[src/rtl/pair_vote_ctrl.sv]
// Round-robin vote collector for a 3-input 2-of-3 majority detector.
// Captures one vote per cycle, closes the round when all slots fill or the timer expires.
module pair_vote_ctrl #(
    parameter int TIMEOUT = 16,
    parameter int CNT_W   = 8
) (
    input  logic             clk,
    input  logic             rst_n,
    input  logic [2:0]       req,
    input  logic [2:0]       vote,
    output logic [2:0]       gnt,
    output logic             result_val,
    input  logic             result_rdy,
    output logic             result,
    output logic [2:0]       result_mask,
    output logic             result_timeout,
    output logic [CNT_W-1:0] round_cnt
);

    typedef enum logic {COLLECT, RESULT} state_t;

    localparam logic [7:0] TMAX = 8'(TIMEOUT - 1);

    state_t     state_q;
    logic [2:0] slot_q;
    logic [2:0] filled_q;
    logic [1:0] ptr_q;
    logic [7:0] timer_q;
    logic       run_q;

    logic [2:0] elig;
    logic [2:0] gnt_c;
    logic [2:0] slot_d;
    logic [2:0] filled_d;
    logic [1:0] ptr_d;
    logic       grant;
    logic       third_fill;
    logic       tmo_hit;

    function automatic logic maj3(input logic [2:0] s);
        return (s[0] & s[1]) | ((s[0] | s[1]) & s[2]);
    endfunction

    // Round-robin search begins at the pointer; filled slots are never eligible.
    always_comb begin
        elig  = req & ~filled_q;
        gnt_c = 3'b000;
        if (state_q == COLLECT) begin
            unique case (ptr_q)
                2'd1: begin
                    if (elig[1])      gnt_c = 3'b010;
                    else if (elig[2]) gnt_c = 3'b100;
                    else if (elig[0]) gnt_c = 3'b001;
                end
                2'd2: begin
                    if (elig[2])      gnt_c = 3'b100;
                    else if (elig[0]) gnt_c = 3'b001;
                    else if (elig[1]) gnt_c = 3'b010;
                end
                default: begin
                    if (elig[0])      gnt_c = 3'b001;
                    else if (elig[1]) gnt_c = 3'b010;
                    else if (elig[2]) gnt_c = 3'b100;
                end
            endcase
        end
    end

    always_comb begin
        ptr_d = ptr_q;
        if (gnt_c[0]) ptr_d = 2'd1;
        if (gnt_c[1]) ptr_d = 2'd2;
        if (gnt_c[2]) ptr_d = 2'd0;
        slot_d     = slot_q | (gnt_c & vote);
        filled_d   = filled_q | gnt_c;
        grant      = |gnt_c;
        third_fill = grant && (filled_d == 3'b111);
        tmo_hit    = run_q && (timer_q == TMAX);
    end

    // Grant is forced low while reset is held so nothing is offered during reset.
    assign gnt = rst_n ? gnt_c : 3'b000;

    always_ff @(posedge clk or negedge rst_n) begin
        if (!rst_n) begin
            state_q        <= COLLECT;
            slot_q         <= 3'b000;
            filled_q       <= 3'b000;
            ptr_q          <= 2'd0;
            timer_q        <= 8'd0;
            run_q          <= 1'b0;
            round_cnt      <= '0;
            result_val     <= 1'b0;
            result         <= 1'b0;
            result_mask    <= 3'b000;
            result_timeout <= 1'b0;
        end else begin
            unique case (state_q)
                COLLECT: begin
                    slot_q   <= slot_d;
                    filled_q <= filled_d;
                    ptr_q    <= ptr_d;
                    if (grant && !run_q) begin
                        timer_q <= 8'd0;
                        run_q   <= 1'b1;
                    end else if (run_q) begin
                        timer_q <= timer_q + 8'd1;
                    end
                    // A completing vote beats a coincident timeout.
                    if (third_fill || tmo_hit) begin
                        state_q        <= RESULT;
                        result_val     <= 1'b1;
                        result         <= maj3(slot_d);
                        result_mask    <= filled_d;
                        result_timeout <= !third_fill;
                    end
                end
                RESULT: begin
                    if (result_rdy) begin
                        state_q     <= COLLECT;
                        result_val  <= 1'b0;
                        slot_q      <= 3'b000;
                        filled_q    <= 3'b000;
                        timer_q     <= 8'd0;
                        run_q       <= 1'b0;
                        round_cnt   <= round_cnt + 1'b1;
                    end
                end
                default: state_q <= COLLECT;
            endcase
        end
    end

endmodule

[config.mk]
export PLATFORM = sky130hd
export DESIGN_NAME = pair_vote_ctrl
export DESIGN_NICKNAME = d
export VERILOG_FILES = /design/src/rtl/pair_vote_ctrl.sv
export SDC_FILE = /design/constraint.sdc
export NUM_CORES = 1
export LEC_CHECK = 0
export BUFFER_PORTS_ARGS = -buffer_cell sky130_fd_sc_hd__buf_2
export CORE_MARGIN = 1
export CORE_UTILIZATION = 60
export CTS_CLUSTER_DIAMETER = 50
export DETAILED_ROUTE_END_ITERATION = 8
export GPL_TIMING_DRIVEN = 0
export PLACE_DENSITY = 0.84
export SKIP_CTS_REPAIR_TIMING = 1
export SYNTH_ARGS = -nofsm -noshare
export SYNTH_HDL_FRONTEND = slang
export SYNTH_SLANG_ARGS = --single-unit
[constraint.sdc]
create_clock -name clk -period 4.59 [get_ports clk]
set_input_delay 0.918 -clock clk [delete_from_list [all_inputs] [get_ports clk]]
set_output_delay 0.918 -clock clk [all_outputs]
set_load 0.02 [all_outputs]
==> run metrics <==
final instance area=1860 um^2; Yosys top cell by area=dfrtp_1; Die ar.=2960 um^2; WP buf/inv=2; top post-synthesis cells by count=dfrtp_1 (32), nand2_1 (16), nor2_1 (16); YS warnings=0; Layout Skew=8.27 ps; Max stage delay on crit path=440 ps; EDFF count, synth=0; total power=0.00120 W; FF/Latch Area=801 um^2; IO Count=26; critical path depth=7; Setup Total Neg Slack=0 ps; count of pins over their slew limit=0; core area=2540 um^2; worst r2r path cells=8; WL per Instance=14.9 um; Final Net Count=207; Mean Syn Cell Area=10.2 um^2; ys async rst share=100%; Crit path max-delay family=compound AO/OA/AOI/OAI gates; number of global-route vias before repair=1,195; Port Buffers=25; crit path max fanout=7; placed cells=217; CP cell instances=inv_1 > ha_1 > nor2b_1 > a21oi_1 > a211oi_4 > and2_1 > buf_2; sequential element share of the synthesized area=48.6%; Area Overhead vs Synth=12.7%; RD Place Congestion=0.743; DRT Wirelength=3340 um; CTS tree=done; hold depth=1; Final Cycle Share=68.6%; register bit total from synthesis=32; Crit-path slowest cell=a211oi_4; fill cell count=194; drt drc=0; worst-skew pair later-pin latency=330 ps; post-synth top area share=48.6%; synth unique cells=40; Hold Fails Final Rpt=0; num rows=18; Max VDD drop=0.494 mV; largest net degree at the start of global routing=36; Setup crit end kind=output pin; via/cell ratio=5.67; unrepaired setup endpoints after global routing=false; type of the worst min-delay path=flop to flop; Leak=0.888 nW; top cells by area, synth=dfrtp_1 (49%), nor4_4 (3.9%), o21ai_0 (3.6%), nand2_1 (3.6%), nor2_1 (3.6%); via count=1,271; worst setup slack after layout=1440 ps; final std cells w/o fill=224; measured slew at the worst slew-check pin=735 ps; clock-pin slew on the worst setup and hold paths=100 ps; crit path kind=flop to output pin; clk sinks=32; startpoint types=flop; CTS root buffer=clkbuf_4; status=completed; clock buffer depth=2; die height=54.4 um; number of max-cap violations=0; Tmin final=3150 ps; initial core utilization=64.7%; syn nets=175; First-pass DRT Iterations=4; GRT overflow=0; DPL Wire Length=2410 um; post-synthesis instance total=162; post-route ant nets=0; Detailed Route Iter0 Violations=36; Place WS=1540 ps; Antenna Cells=0; Main synth FF type=dfrtp_1; H-tree depth=2; Synth Cell Area=1650 um^2; initial antenna violation count=0; Worst EP arrival=2230 ps; final setup fails=0; placed inst area=1810 um^2; pwr dens=648 nW/um^2; die width=54.4 um; fraction of layout cells with a size suffix above 1=21.6%; Critical Path RT=3670 ps; area of the multi-input gates=796 um^2; count leader, synth=dfrtp_1; Max Clk Rate=318 MHz; first-pass GRT wire length=5380 um; Rel. slew slack=51.0%; Num CTS Buffers=5; GRT Overall Usage=26.9%
cell type report:
cell class | instances | area share, %
repair buffers | 25 | 6.74
well taps | 30 | 2.02
inverters | 10 | 2.02
clock inverters | 1 | 0.270
flip-flops and latches | 32 | 43.2
plain buffers | 3 | 0.674
multi-input cells | 117 | 42.9
clock buffers | 6 | 2.23
where the power goes:
group / switching [W] / internal, W
combinational: 0.000362 / 0.000232
clock: 0.0000915 / 0.0000563
sequential: 0.0000814 / 0.000379
through the flow:
stage               hold slack [ps]  util [%]
floorplan                       452         -
global placement                454      71.1
detailed placement              476      71.1
CTS                             489      72.9
global route                    522      72.9
finish                          488      72.9
registers in the layout, summed over array words and instances, names as in the netlist:
| signal | count |
|---|---|
| result | 1 |
| run_q | 1 |
| slot_q | 3 |
| filled_q | 3 |
| result_mask | 3 |
| state_q | 1 |
| ptr_q | 2 |
| result_timeout | 1 |
| round_cnt | 8 |
| timer_q | 8 |
| result_val | 1 |
cell usage in the layout (no fill, tap or decap), types with 6 or more instances in the layout:
cell type and instances:
a21oi_1 9, and2_1 6, buf_2 26, dfrtp_1 32, inv_1 10, nand2_1 16, nor2_1 16, o21ai_0 12
layer usage:
metal	vias up	global-route usage [%]	routed length, um	share of wire, %
met5	-	0	0	0
met4	0	10.3	51	1.5
met3	5	8.61	117	3.5
met2	23	45.5	1750	52
met1	621	31.7	1420	43
li1	622	-	-	-
worst paths after layout:
check | start | end | slack, ps
worst max register to register | ptr_q[0] | result_mask[1] | 1960
worst min register to register | round_cnt[6] | round_cnt[6] | 490
min in group asynchronous | rst_n | timer_q[1] | 640
worst max-delay path | ptr_q[0] | gnt[2] | 1440
max in group asynchronous | rst_n | filled_q[0] | 3480
worst min-delay path | round_cnt[6] | round_cnt[6] | 490
kinds of logic after synthesis:
group / count (synthesis) / share of synthesized area, %
fa+ha+maj: 5 / 3.65
buf+inv: 13 / 3.04
xor+xnor: 8 / 4.26
flops: 32 / 48.6
mux: 4 / 2.74
simple gates: 63 / 22.2
compound gates: 37 / 15.5
Note: power is estimated with default switching activity, not from simulation.
